File: src/rtl/l2_mshr_pool_pkg.sv
// Shared definitions for the L2 MSHR pool: the default entry layout, the
// invalid-state constant, the default entry count and the index-width helper.
package l2_mshr_pool_pkg;

  localparam int unsigned N_REQS        = 4;
  localparam int unsigned DEF_TAG_W     = 20;
  localparam int unsigned DEF_SET_W     = 8;
  localparam int unsigned DEF_WAY_W     = 3;
  localparam int unsigned DEF_STATE_W   = 4;
  localparam int unsigned DEF_CNT_W     = 4;
  localparam int unsigned DEF_PAYLOAD_W = 64;

  localparam logic [DEF_STATE_W-1:0] STATE_INVALID = '0;

  // Entry layout at the default widths; the pool re-declares the same layout
  // with its own parameter widths for storage.
  typedef struct packed {
    logic                     valid;
    logic [DEF_TAG_W-1:0]     tag;
    logic [DEF_SET_W-1:0]     set;
    logic [DEF_WAY_W-1:0]     way;
    logic [DEF_STATE_W-1:0]   state;
    logic [DEF_CNT_W-1:0]     invack_cnt;
    logic [DEF_PAYLOAD_W-1:0] payload;
  } mshr_entry_t;

  // Index width for n entries, never below one bit.
  function automatic int unsigned calc_idx_w(input int unsigned n);
    return (n <= 2) ? 1 : $clog2(n);
  endfunction

endpackage

File: src/rtl/l2_mshr_prio_enc.sv
// Lowest-index-first priority encoder.
module l2_mshr_prio_enc #(
  parameter int unsigned N = 4,
  parameter int unsigned W = 2
) (
  input  logic [N-1:0] req,
  output logic         found,
  output logic [W-1:0] idx
);

  // Scan upward and keep the first hit.
  always_comb begin
    found = 1'b0;
    idx   = '0;
    for (int unsigned i = 0; i < N; i++) begin
      if (req[i] && !found) begin
        found = 1'b1;
        idx   = W'(i);
      end
    end
  end

endmodule

File: src/rtl/l2_mshr_pool.sv
// L2 miss-status / request buffer pool.
// Optional statistics outputs (stat_peak, stat_full_stall) are built when
// L2_MSHR_STATS_EN is defined.
module l2_mshr_pool
  import l2_mshr_pool_pkg::*;
#(
  parameter  int unsigned N_ENTRIES = N_REQS,
  parameter  int unsigned TAG_W     = 20,
  parameter  int unsigned SET_W     = 8,
  parameter  int unsigned WAY_W     = 3,
  parameter  int unsigned STATE_W   = 4,
  parameter  int unsigned CNT_W     = 4,
  parameter  int unsigned PAYLOAD_W = 64,
  localparam int unsigned IDX_W     = calc_idx_w(N_ENTRIES)
) (
  input  logic                           clk,
  input  logic                           rst,
  input  logic                           alloc_valid,
  output logic                           alloc_ready,
  input  logic [TAG_W-1:0]               alloc_tag,
  input  logic [SET_W-1:0]               alloc_set,
  input  logic [WAY_W-1:0]               alloc_way,
  input  logic [STATE_W-1:0]             alloc_state,
  input  logic [PAYLOAD_W-1:0]           alloc_payload,
  output logic [IDX_W-1:0]               alloc_idx,
  input  logic [TAG_W-1:0]               lkp_tag,
  input  logic [SET_W-1:0]               lkp_set,
  output logic                           lkp_hit,
  output logic [IDX_W-1:0]               lkp_idx,
  output logic                           set_conflict,
  input  logic                           upd_valid,
  input  logic [IDX_W-1:0]               upd_idx,
  input  logic [STATE_W-1:0]             upd_state,
  input  logic                           invack_dec,
  input  logic [IDX_W-1:0]               invack_idx,
  input  logic                           invack_load,
  input  logic [CNT_W-1:0]               invack_val,
  output logic [N_ENTRIES-1:0]           invack_zero,
  input  logic                           free_valid,
  input  logic [IDX_W-1:0]               free_idx,
  input  logic                           fwd_set,
  input  logic                           fwd_clr,
  input  logic [IDX_W-1:0]               fwd_idx,
  output logic                           fwd_stall,
  output logic [IDX_W-1:0]               fwd_stall_idx,
  output logic [IDX_W:0]                 occupancy,
  output logic                           full,
  output logic                           empty,
  output logic [N_ENTRIES*STATE_W-1:0]   entry_state,
  output logic [N_ENTRIES*PAYLOAD_W-1:0] entry_payload
`ifdef L2_MSHR_STATS_EN
  ,
  output logic [IDX_W:0]                 stat_peak,
  output logic [31:0]                    stat_full_stall
`endif
);

  typedef struct packed {
    logic                 valid;
    logic [TAG_W-1:0]     tag;
    logic [SET_W-1:0]     set;
    logic [WAY_W-1:0]     way;
    logic [STATE_W-1:0]   state;
    logic [CNT_W-1:0]     invack_cnt;
    logic [PAYLOAD_W-1:0] payload;
  } entry_t;

  entry_t                 entries_q [N_ENTRIES];
  entry_t                 entries_d [N_ENTRIES];
  logic [IDX_W:0]         occ_q, occ_d;
  logic                   fwd_stall_q, fwd_stall_d;
  logic [IDX_W-1:0]       fwd_stall_idx_q, fwd_stall_idx_d;

  logic [N_ENTRIES-1:0]   free_vec;
  logic [N_ENTRIES-1:0]   match_vec;
  logic [N_ENTRIES-1:0]   free_hit;
  logic                   alloc_fire;
  logic [IDX_W:0]         free_cnt;

  // Per-entry status vectors derived from registered contents.
  always_comb begin
    free_vec     = '0;
    match_vec    = '0;
    set_conflict = 1'b0;
    invack_zero  = '0;
    entry_state  = '0;
    entry_payload = '0;
    for (int unsigned i = 0; i < N_ENTRIES; i++) begin
      free_vec[i]  = !entries_q[i].valid;
      match_vec[i] = entries_q[i].valid && (entries_q[i].state != STATE_W'(STATE_INVALID)) &&
                     (entries_q[i].tag == lkp_tag) && (entries_q[i].set == lkp_set);
      if (entries_q[i].valid && (entries_q[i].set == lkp_set)) set_conflict = 1'b1;
      invack_zero[i] = (entries_q[i].invack_cnt == '0);
      entry_state[i*STATE_W +: STATE_W]       = entries_q[i].state;
      entry_payload[i*PAYLOAD_W +: PAYLOAD_W] = entries_q[i].payload;
    end
  end

  l2_mshr_prio_enc #(.N(N_ENTRIES), .W(IDX_W)) u_alloc_enc (
    .req   (free_vec),
    .found (alloc_ready),
    .idx   (alloc_idx)
  );

  l2_mshr_prio_enc #(.N(N_ENTRIES), .W(IDX_W)) u_lkp_enc (
    .req   (match_vec),
    .found (lkp_hit),
    .idx   (lkp_idx)
  );

  assign alloc_fire = alloc_valid && alloc_ready;

  // Entry updates. Only valid entries respond to free/update/invack, so an
  // allocation (always into an invalid entry) never collides with them;
  // per entry the priority is free, then update, then invack load, then dec.
  always_comb begin
    free_hit = '0;
    free_cnt = '0;
    for (int unsigned i = 0; i < N_ENTRIES; i++) begin
      entries_d[i] = entries_q[i];
      if (entries_q[i].valid) begin
        if ((free_valid && (free_idx == IDX_W'(i))) ||
            (upd_valid && (upd_idx == IDX_W'(i)) && (upd_state == STATE_W'(STATE_INVALID)))) begin
          free_hit[i]        = 1'b1;
          free_cnt           = free_cnt + 1'b1;
          entries_d[i].valid = 1'b0;
          entries_d[i].state = STATE_W'(STATE_INVALID);
        end else if (upd_valid && (upd_idx == IDX_W'(i))) begin
          entries_d[i].state = upd_state;
        end else if (invack_load && (upd_idx == IDX_W'(i))) begin
          entries_d[i].invack_cnt = invack_val;
        end else if (invack_dec && (invack_idx == IDX_W'(i)) && (entries_q[i].invack_cnt != '0)) begin
          entries_d[i].invack_cnt = entries_q[i].invack_cnt - 1'b1;
        end
      end else if (alloc_fire && (alloc_idx == IDX_W'(i))) begin
        entries_d[i].valid      = 1'b1;
        entries_d[i].tag        = alloc_tag;
        entries_d[i].set        = alloc_set;
        entries_d[i].way        = alloc_way;
        entries_d[i].state      = alloc_state;
        entries_d[i].invack_cnt = '1;
        entries_d[i].payload    = alloc_payload;
      end
    end
    occ_d = occ_q + (IDX_W+1)'(alloc_fire) - free_cnt;
  end

  // Forward-stall tracker: clear wins over set; freeing the tracked entry clears.
  always_comb begin
    fwd_stall_d     = fwd_stall_q;
    fwd_stall_idx_d = fwd_stall_idx_q;
    if (fwd_clr) begin
      fwd_stall_d = 1'b0;
    end else if (fwd_set) begin
      fwd_stall_d     = 1'b1;
      fwd_stall_idx_d = fwd_idx;
    end else if (fwd_stall_q && free_hit[fwd_stall_idx_q]) begin
      fwd_stall_d = 1'b0;
    end
  end

  // State registers.
  always_ff @(posedge clk or negedge rst) begin
    if (!rst) begin
      for (int unsigned i = 0; i < N_ENTRIES; i++) entries_q[i] <= '0;
      occ_q           <= '0;
      fwd_stall_q     <= 1'b0;
      fwd_stall_idx_q <= '0;
    end else begin
      for (int unsigned i = 0; i < N_ENTRIES; i++) entries_q[i] <= entries_d[i];
      occ_q           <= occ_d;
      fwd_stall_q     <= fwd_stall_d;
      fwd_stall_idx_q <= fwd_stall_idx_d;
    end
  end

  assign occupancy     = occ_q;
  assign full          = (occ_q == (IDX_W+1)'(N_ENTRIES));
  assign empty         = (occ_q == '0);
  assign fwd_stall     = fwd_stall_q;
  assign fwd_stall_idx = fwd_stall_idx_q;

`ifdef L2_MSHR_STATS_EN
  logic [IDX_W:0] peak_q, peak_d;
  logic [31:0]    stall_q, stall_d;

  // Peak occupancy tracks the next-cycle value; stall count saturates.
  always_comb begin
    peak_d  = (occ_d > peak_q) ? occ_d : peak_q;
    stall_d = stall_q;
    if (alloc_valid && !alloc_ready && (stall_q != '1)) stall_d = stall_q + 1'b1;
  end

  // Statistics registers.
  always_ff @(posedge clk or negedge rst) begin
    if (!rst) begin
      peak_q  <= '0;
      stall_q <= '0;
    end else begin
      peak_q  <= peak_d;
      stall_q <= stall_d;
    end
  end

  assign stat_peak       = peak_q;
  assign stat_full_stall = stall_q;
`endif

endmodule

File: config.mk
export PLATFORM = sky130hd
export DESIGN_NAME = l2_mshr_pool
export DESIGN_NICKNAME = d
export VERILOG_FILES = /design/src/rtl/l2_mshr_pool_pkg.sv /design/src/rtl/l2_mshr_prio_enc.sv /design/src/rtl/l2_mshr_pool.sv
export SDC_FILE = /design/constraint.sdc
export NUM_CORES = 1
export LEC_CHECK = 0
export CELL_PAD_IN_SITES_DETAIL_PLACEMENT = 0
export CELL_PAD_IN_SITES_GLOBAL_PLACEMENT = 1
export CORE_UTILIZATION = 23
export DETAILED_ROUTE_END_ITERATION = 12
export PLACE_DENSITY = 0.53
export SYNTH_ARGS = -nofsm -noshare
export SYNTH_HDL_FRONTEND = slang
export SYNTH_SLANG_ARGS = --single-unit
File: constraint.sdc
create_clock -name clk -period 3 [get_ports clk]
set_input_delay 0.6 -clock clk [delete_from_list [all_inputs] [get_ports clk]]
set_output_delay 0.6 -clock clk [all_outputs]
set_load 0.02 [all_outputs]
==> summary.txt, run 1 <==
Status -> complete, but fails checks
Failing checks -> negative hold slack, negative setup slack
FF/Latch Area -> 10260 sq um
Drt total wl -> 70.00 mm
Worst Path Required -> 3.50 ns
Total power draw -> 0.02896 W
Worst Hold Class -> input port to async pin
Die Ht -> 294.2 microns
Htree depth -> 2
CP Buf/Inv Count -> 3
Power Density -> 1106 nW/um^2
Number of synthesized flops with an enable pin -> 0
CP Max Fanout -> 2
Fmax -> 0.2814 GHz
Synth cell types -> 52
Worst EP arrival -> 4.06 ns
Finished Cell Area -> 26200 sq um
Initial Utilization -> 23.35%
Worst hold margin -> -0.01739 ns
Slew @ Worst Pin -> 0.8465 ns
1st-iter DRT viols -> 720
Clk slew on worst S/H paths -> 0.05 ns
Width of the die -> 294.2 microns
Inserted Diodes -> 0
Final setup fails -> 5
Fin crit share -> 118.5%
Syn Inst Count -> 2293
Util after Layout -> 31.15%
Worst setup margin -> -0.5536 ns
Root Driver -> clkbuf_16
CP endpoint kind -> register
CTS Buffer Depth -> 3
Yosys warns -> 0
Primary FF master, synth -> dfrtp_1
Relative slew slack -> 43.57%
Grt ovf -> 0
Crit path top cell by count -> xnor2_1
CTS sink cnt -> 410
Core Rows -> 106
Most frequent cells in the layout -> nand2_1 (1137), clkdlybuf4s50_1 (418), dfrtp_1 (409)
Startpoint types -> input port
Hold Buf Count CTS -> 0
Worst r2r src -> entries_q[415]
Post-route ant nets -> 0
Die area -> 86540 sq um
HPWL after DPL -> 48.54 mm
Leading cell type in the layout, fill and taps excluded -> nand2_1
Drt pass-1 iters -> 7
Critical path, cell by cell -> buf_6, buf_6, or4_4, o21ai_4, ha_4, nand2_2, o21ai_2, ha_1, mux2_4, ha_4, mux2i_1, ha_1, inv_2, fa_2, xnor2_2, xnor2_1, xnor2_1, xnor2_1
Crit path capture -> occupancy[2]
Pin count of the biggest net entering global routing -> 69
Io pins -> 443
Max-cap violation count -> 0
Post-DP Area -> 24300 sq um
Internal reg-to-reg setup slack -> -0.18 ns
Tot GR Track Use -> 15.99%
CP peak stage delay -> 0.53 ns
Worst path depth -> 18
Area occupied by multi-input gates -> 7181 sq um
Syn_area_per_cell -> 8.563 sq um
Final nets -> 2716
Synthesis-to-finish area growth -> 33.42%
Core area -> 84090 sq um
Total CTS buffers -> 51
Leak Pwr -> 12.61 nW
Final Slew Violations -> 0
Asr flop ratio synth -> 100.0%
Worst Setup SP -> upd_state[0]
Unrepaired setup endpoints after global routing -> yes
Worst VDD drop -> 0.0004482 V
Syn_nets -> 2456
Crit path time final -> 3.554 ns
CP delay by family, top -> adder cells
CTS tree -> done
Via count -> 15.48k
I/O Buffers -> 439
First-pass GRT wire length -> 104.6 mm
Worst-skew pair later-pin latency -> 0.60 ns
Hold Fails Final Rpt -> 8
Drt via density -> 4.154
Number of remaining DRC errors -> 0
Crit-path slowest cell -> or4_4
GP Congestion -> 0.7966
Ratio of cells with drive above 1 in the final layout -> 10.22%
Skew final -> 0.02228 ns
Sequential area share after synthesis -> 52.26%
Synth Cell Area -> 19630 sq um
WS Path Type -> input port to register
Filler cells -> 8876
FF-to-FF End -> occupancy[2]
Vias in the first global route -> 15.96k
Worst Reg-to-Reg Cells -> 16
Wire length per cell -> 18.78 microns
Initial antenna violation count -> 4
Post-synthesis register bit count -> 410
==> registers in the layout (all words and copies together) (netlist names) <==
register and flops:
entry_payload 256, entries_q 132, entry_state 16, occupancy 3, fwd_stall_idx 2, fwd_stall 1
==> cells in the mapped netlist, drive strengths merged (2+ instances only) <==
library cell / number / area (sq um)
or4: 3 / 26.27
o211a: 2 / 20.02
nor3b: 8 / 65.06
or2: 3 / 18.77
o311ai: 2 / 17.52
xor2: 55 / 481.7
inv: 14 / 52.55
nor3: 16 / 85.08
clkbuf: 76 / 285.3
dfrtp: 410 / 10260
ha: 10 / 125.1
a21oi: 27 / 135.1
and3: 4 / 25.02
o2111ai: 3 / 26.28
nor4: 16 / 100.1
nor2: 32 / 120.1
buf: 286 / 2101
nand3b: 6 / 45.04
a31oi: 5 / 31.28
o21ai: 22 / 117.6
a22oi: 16 / 120.1
nand2b: 5 / 31.28
a21o: 2 / 15.01
xnor2: 71 / 621.9
or3: 4 / 25.02
and2: 3 / 18.77
nand2: 1139 / 4275
o211ai: 6 / 45.04
mux2: 3 / 33.78
nand4: 15 / 93.84
nor2b: 4 / 25.02
nand3: 13 / 70.07
==> report_power, final <==
part / total (W) / leakage [nW] / switching [W] / internal (W)
Combinational: 0.0128 / 6.69 / 0.00724 / 0.00557
Clock: 0.00627 / 0.833 / 0.00252 / 0.00374
Sequential: 0.00988 / 5.09 / 0.00173 / 0.00815
==> per-stage QoR <==
step | instances | setup WS (ns) | hold WS (ns) | TNS [ns]
4_1_cts | 3724 | -0.5984 | 0.009326 | -1.909
5_1_grt | 3727 | -0.6224 | 0.01207 | -2.065
2_1_floorplan | 2293 | -0.8662 | 0.3044 | -1.372
6_report | 3727 | -0.5536 | -0.01739 | -1.527
3_3_place_gp | 3628 | -1.535 | 0.4580 | -6.765
3_5_place_dp | 3628 | -1.561 | 0.4615 | -6.631
==> how the worst min path moves through the flow <==
stage	startpoint	end	slack, ns	depth (start not counted)
final	rst	entries_q[170]	-0.02	1
after CTS	rst	entry_state[8]	0.009	1
after detailed placement	entry_payload[232]	entry_payload[232]	0.46	2
after floorplan	rst	entries_q[100]	0.30	0
after global placement	entry_payload[225]	entry_payload[225]	0.46	2
after global routing	rst	entries_q[170]	0.01	1
==> per-layer routing <==
metal	track usage [%]	part of all wire, %
met5	0	0.070
met4	3.786	1.9
met3	4.094	6.7
met2	26.50	47
met1	20.71	44
==> final cells by class <==
cell class / instances / area share [%]
clock buffer: 75 / 5.641
clock inverter: 18 / 0.7929
inverter: 15 / 0.2149
multi-input combinational: 1506 / 27.41
sequential: 410 / 39.17
tap: 1134 / 5.417
timing repair buffer: 569 / 21.35
==> cell families (layout without fill, tap and decap cells) <==
logic type                 after synthesis  after routing  share of synthesized area, %
AOI/OAI and AO/OA                       92             92                         2.970
xor gates and xnor gates               126            126                         5.621
adders and majority gates               11             11                        0.7392
buffers and inverters                  377            677                         12.44
DFF                                    410            410                         52.26
muxes                                    5              5                        0.3377
and+or+nand+nor                       1272           1272                         25.64
==> timing repair <==
action                                  in CTS  in global routing
endpoints found under the setup margin       9                  6
pin swaps                                   18                 12
buffers inserted                             3                  3
gates resized for setup                     68                 14
Note: power is estimated with default switching activity, not from simulation.
==> run 2, diff against run 1 <==
- CTS_CLUSTER_SIZE: not set -> 14
- REMOVE_ABC_BUFFERS: not set -> 1
==> summary.txt, run 2 (synthesis results as in run 1) <==
Status -> complete, but fails checks
Failing checks -> negative hold slack, negative setup slack
Grt ovf -> 0 (unchanged)
CTS sink cnt -> 410 (unchanged)
Unrepaired setup endpoints after global routing -> yes
Drt pass-1 iters -> 5 (-2)
Number of remaining DRC errors -> 0 (unchanged)
Post-route ant nets -> 0 (unchanged)
Final setup fails -> 5 (unchanged)
Clk slew on worst S/H paths -> 0.06 ns (about the same)
Power Density -> 1090 nW/um^2 (-1.4%)
Worst hold margin -> -0.006573 ns (+0.01081 ns)
Final nets -> 2737 (+0.77%)
Leak Pwr -> 12.85 nW (+1.9%)
Relative slew slack -> 55.32% (+12 points)
Die area -> 86540 sq um (unchanged)
Leading cell type in the layout, fill and taps excluded -> nand2_1
Initial Utilization -> 23.35% (unchanged)
CTS tree -> done
Initial antenna violation count -> 8 (+4)
CP Buf/Inv Count -> 2 (-1)
Io pins -> 443 (unchanged)
Drt total wl -> 69.92 mm (-0.11%)
Root Driver -> clkbuf_16
Met1 Resource Use GR -> 19.61% (-1.1 points)
Critical path, cell by cell -> buf_8, or4_4, o21ai_4, ha_4, nand2_2, o21ai_2, ha_1, mux2_4, ha_4, mux2i_1, ha_1, inv_2, fa_2, xnor2_2, xnor2_1, xnor2_1, xnor2_1
Pre-CTS setup slack -> -1.654 ns (-0.09364 ns)
Pin count of the biggest net entering global routing -> 93 (+35%)
Internal reg-to-reg setup slack -> -0.18 ns (about the same)
Global-route layer with the greatest usage -> met2
First-pass GRT wire length -> 105.1 mm (+0.51%)
M2 GR Usage -> 27.43% (+0.94 points)
Startpoint types -> input port
Crit path top cell by count -> xnor2_1
CP Max Fanout -> 2 (unchanged)
Worst r2r src -> entries_q[415]
Width of the die -> 294.2 microns (unchanged)
Hold Buf Count CTS -> 0 (unchanged)
Worst Hold Class -> input port to async pin
HPWL after DPL -> 47.96 mm (-1.2%)
Total power draw -> 0.02890 W (-0.23%)
Util after Layout -> 31.54% (+0.38 points)
Worst setup margin -> -0.5099 ns (+0.04373 ns)
Worst EP arrival -> 4.00 ns (-0.06 ns)
CTS Buffer Depth -> 3 (unchanged)
Crit path time final -> 3.510 ns (-0.04373 ns)
Hold Fails Final Rpt -> 1 (-7)
Max-cap violation count -> 0 (unchanged)
Worst VDD drop -> 0.0004690 V (+4.6%)
FF-to-FF End -> occupancy[2]
Core Rows -> 106 (unchanged)
Synthesis-to-finish area growth -> 35.06%
1st-iter DRT viols -> 929 (+29%)
Worst Reg-to-Reg Cells -> 16 (unchanged)
Via count -> 15.52k (+0.26%)
CP peak stage delay -> 0.57 ns (+0.04 ns)
GR Util met3 -> 5.030% (+0.94 points)
Htree depth -> 2 (unchanged)
Worst-skew pair later-pin latency -> 0.59 ns (about the same)
CP delay by family, top -> adder cells
Worst Path Required -> 3.49 ns (about the same)
Die Ht -> 294.2 microns (unchanged)
Max FFs per register -> 256 (unchanged)
Tot GR Track Use -> 16.03% (+0.037 points)
Skew final -> 0.02648 ns (+0.004208 ns)
Crit-path slowest cell -> or4_4
Final Slew Violations -> 0 (unchanged)
Core area -> 84090 sq um (unchanged)
Vias in the first global route -> 16.16k (+1.2%)
Wire length per cell -> 18.64 microns (-0.78%)
Total negative slack -> -1.413 ns (+0.1131 ns)
CP endpoint kind -> register
I/O Buffers -> 439 (unchanged)
WS Path Type -> input port to register
GP Congestion -> 0.8068 (+1.3%)
Total CTS buffers -> 51 (unchanged)
Drt via density -> 4.138 (-0.40%)
Most frequent cells in the layout -> nand2_1 (1137), dfrtp_1 (410), clkdlybuf4s50_1 (404)
Ratio of cells with drive above 1 in the final layout -> 11.83% (+1.6 points)
Slew @ Worst Pin -> 0.6658 ns (-0.1807 ns)
Fmax -> 0.2849 GHz (+1.2%)
Fin crit share -> 117.0% (-1.5 points)
==> run 2: cell count changes in the layout (fill, tap and decap cells not counted), moves of 5 or more <==
cell / previous run / this run
clkdlybuf4s50_1: 418 / 404
nor4_1: 12 / 7
clkbuf_1: 14 / 8
xnor2_2: 2 / 7
nor4_2: 3 / 8
clkbuf_8: 9 / 14
diode_2: 0 / 5
dlymetal6s2s_1: 3 / 10
buf_4: 112 / 129
==> run 2: power breakdown <==
part           leakage [nW]  switching [W]  internal [W]
sequential             5.09        0.00167       0.00815
clock                 0.829        0.00252       0.00360
combinational          6.94        0.00727       0.00569
==> run 2: stage by stage <==
step                instances  instance area, sq um
finish                   3752                 26520
global placement         3640                 24420
detailed placement       3640                 24420
global route             3747                 26510
CTS                      3750                 26420
floorplan                1931                 17250
==> run 2: final cells by class <==
class | count | area (sq um)
Antenna cell | 5 | 12.51
Clock buffer | 74 | 1524
Clock inverter | 18 | 142.6
Fill cell | 8831 | 57570
Inverter | 15 | 56.30
Multi-Input combinational cell | 1506 | 7284
Sequential cell | 410 | 10260
Tap cell | 1134 | 1419
Timing Repair Buffer | 590 | 5819
==> run 2: how the worst max path moves through the flow <==
| stage | start | end | depth (start not counted) |
|---|---|---|---|
| finish | upd_state[2] | occupancy[2] | 17 |
| global route | upd_state[2] | occupancy[2] | 17 |
| CTS | upd_state[1] | occupancy[2] | 17 |
| detailed placement | upd_state[0] | occupancy[2] | 20 |
| global placement | upd_state[0] | occupancy[2] | 20 |
| floorplan | entries_q[311] | entry_state[10] | 4 |
==> run 2: metal layers <==
layer  up-vias  routed length [microns]
li1       7449                        -
met1      7584                    29530
met2       411                    33950
met3        72                     5249
met4         8                     1149
met5         -                       46
==> run 2: what timing repair did <==
item                                   CTS  global route
setup buffers                           19             2
endpoints found under the hold margin    0             0
pin swaps                               32            25
gates resized for setup                109            25
setup endpoints to repair                8            13
==> run 3, diff against run 2 <==
- CELL_PAD_IN_SITES_DETAIL_PLACEMENT: 0 -> 1
- CELL_PAD_IN_SITES_GLOBAL_PLACEMENT: 1 -> 2
- CORE_MARGIN: not set -> 5
- PLACE_DENSITY: 0.53 -> 0.62
- clock period: 3 -> 3.4 ns (I/O delays scaled with it)
==> summary.txt, run 3 (synthesis results as in run 1) <==
Initial antenna violation count -> 15 (+7)
Width of the die -> 302.2 microns (+2.7%)
Total CTS buffers -> 52 (+2.0%)
Synthesis-to-finish area growth -> 33.76%
I/O Buffers -> 439 (unchanged)
Internal reg-to-reg setup slack -> 0.24 ns (+0.42 ns)
CP endpoint kind -> register
Max-cap violation count -> 0 (unchanged)
Power Density -> 984.1 nW/um^2 (-9.7%)
Final setup fails -> 1 (-4)
Io pins -> 443 (unchanged)
Max FFs per register -> 256 (unchanged)
Core area -> 85010 sq um (+1.1%)
Drt pass-1 iters -> 4 (-1)
CTS tree -> done
Worst Path Required -> 3.91 ns (+0.42 ns)
Drt total wl -> 75.19 mm (+7.5%)
Worst r2r src -> entries_q[415]
1st-iter DRT viols -> 640 (-31%)
WS Path Type -> input port to register
Post-route ant nets -> 0 (unchanged)
Pin count of the biggest net entering global routing -> 98 (+5.4%)
Slew @ Worst Pin -> 0.7424 ns (+0.07663 ns)
Skew final -> 0.01062 ns (-0.01586 ns)
Worst Reg-to-Reg Cells -> 16 (unchanged)
Leading cell type in the layout, fill and taps excluded -> nand2_1
Wire length per cell -> 20.15 microns (+8.1%)
Htree depth -> 2 (unchanged)
Fmax -> 0.2757 GHz
Startpoint types -> input port
Drt via density -> 4.215 (+1.9%)
FF-to-FF End -> occupancy[2]
Worst VDD drop -> 0.0004489 V (-4.3%)
CTS Buffer Depth -> 3 (unchanged)
Status -> complete, but fails checks
Final nets -> 2703 (-1.2%)
Core Rows -> 107 (+0.94%)
Leak Pwr -> 12.65 nW (-1.5%)
Worst Hold Class -> input port to async pin
Root Driver -> clkbuf_16
Vias in the first global route -> 17.59k (+8.9%)
CTS sink cnt -> 410 (unchanged)
Number of remaining DRC errors -> 0 (unchanged)
HPWL after DPL -> 51.12 mm (+6.6%)
Unrepaired setup endpoints after global routing -> yes
Ratio of cells with drive above 1 in the final layout -> 10.50% (-1.3 points)
Die Ht -> 302.2 microns (+2.7%)
Clk slew on worst S/H paths -> 0.07 ns (about the same)
Grt ovf -> 0 (unchanged)
Pre-CTS setup slack -> -1.312 ns (+0.3427 ns)
Relative slew slack -> 50.51% (-4.8 points)
Total negative slack -> -0.2278 ns (+1.186 ns)
Hold Buf Count CTS -> 0 (unchanged)
Worst setup margin -> -0.2278 ns (+0.2821 ns)
First-pass GRT wire length -> 113.2 mm (+7.6%)
Hold Fails Final Rpt -> 0 (-1)
Filler cells -> 9830 (+11%)
Failing checks -> negative setup slack
Initial Utilization -> 23.10% (-0.25 points)
Fin crit share -> 106.7%
Die area -> 91310 sq um (+5.5%)
Tot GR Track Use -> 16.14% (+0.11 points)
CP Max Fanout -> 3 (+1)
Most frequent cells in the layout -> nand2_1 (1137), dfrtp_1 (410), clkdlybuf4s50_1 (404)
Final Slew Violations -> 0 (unchanged)
Via count -> 15.73k (+1.3%)
Crit path time final -> 3.628 ns
Worst-skew pair later-pin latency -> 0.58 ns (about the same)
Worst hold margin -> 0.1095 ns (+0.1161 ns)
GP Congestion -> 0.7943 (-1.5%)
Worst EP arrival -> 4.13 ns (+0.13 ns)
-- run 3: cell types whose count changed in the layout (fill, tap and decap cells not counted), moves of 4 or more --
cell | previous run | this run
nor3_1 | 12 | 8
clkbuf_1 | 8 | 12
dlymetal6s2s_1 | 10 | 6
buf_12 | 22 | 15
a22oi_2 | 4 | 0
nor3_2 | 2 | 6
clkinv_2 | 11 | 7
bufinv_16 | 1 | 5
buf_4 | 129 | 101
dlygate4sd2_1 | 12 | 18
a22oi_1 | 12 | 16
clkinv_4 | 0 | 4
-- run 3: stage by stage --
| step | util, % | cell area, sq um | cells | total power [W] |
|---|---|---|---|---|
| CTS | 30.71 | 26110 | 3721 | 0.02633 |
| detailed placement | 28.38 | 24130 | 3622 | 0.02025 |
| global route | 30.87 | 26250 | 3725 | 0.02760 |
| global placement | 28.38 | 24130 | 3622 | 0.02000 |
| floorplan | - | 17250 | 1931 | 0.01411 |
| finish | 30.89 | 26260 | 3732 | 0.02585 |
-- run 3: repair_timing --
action	4_1_cts	5_1_grt
pin swaps	36	22
buffers inserted	5	3
resized for setup	97	27
hold endpoints to repair	0	0
gates cloned	0	0
endpoints found under the setup margin	5	4
-- run 3: routing by layer --
layer | GRT usage, % | wire, microns | up-vias
met3 | 5.641 | 5923 | 101
met2 | 27.68 | 36460 | 373
met1 | 19.41 | 31040 | 7883
met4 | 4.074 | 1715 | 8
met5 | 0 | 51 | -
li1 | - | - | 7367
-- run 3: layout make-up --
cell class,count,area [sq um],share of cell area [%]
flip-flops and latches,410,10260,39.07
inverters,15,56.30,0.2144
clock buffers,75,1498,5.703
repair buffers,555,5459,20.79
well taps,1144,1431,5.450
diodes,8,20.02,0.07623
multi-input cells,1506,7286,27.74
clock inverters,19,252.7,0.9624
-- run 3: how the worst max path moves through the flow --
stage / from / end / slack, ns
4_1_cts: upd_state[2] / occupancy[2] / -0.17
3_3_place_gp: upd_state[0] / occupancy[2] / -1.32
2_1_floorplan: alloc_valid / entry_state[10] / -3.17
5_1_grt: upd_state[2] / occupancy[2] / -0.32
6_report: upd_state[2] / occupancy[2] / -0.23
3_5_place_dp: upd_idx[0] / occupancy[2] / -1.31
-- run 3: critical path: stages --
cell	delay (ns)
buf_8	0.10
or4_4	0.56
o21ai_4	0.21
ha_4	0.23
nand2_2	0.06
o21ai_2	0.06
ha_1	0.30
mux2_4	0.29
ha_4	0.27
mux2i_1	0.07
ha_1	0.29
inv_2	0.04
fa_2	0.35
xnor2_2	0.15
xnor2_1	0.17
xnor2_1	0.16
xnor2_1	0.14
-- run 3: report_power, final --
group / internal, W / switching (W) / leakage (nW)
Sequential: 0.00719 / 0.00153 / 5.09
Clock: 0.00344 / 0.00228 / 0.860
Combinational: 0.00484 / 0.00656 / 6.71
Total: 0.0155 / 0.0104 / 12.7
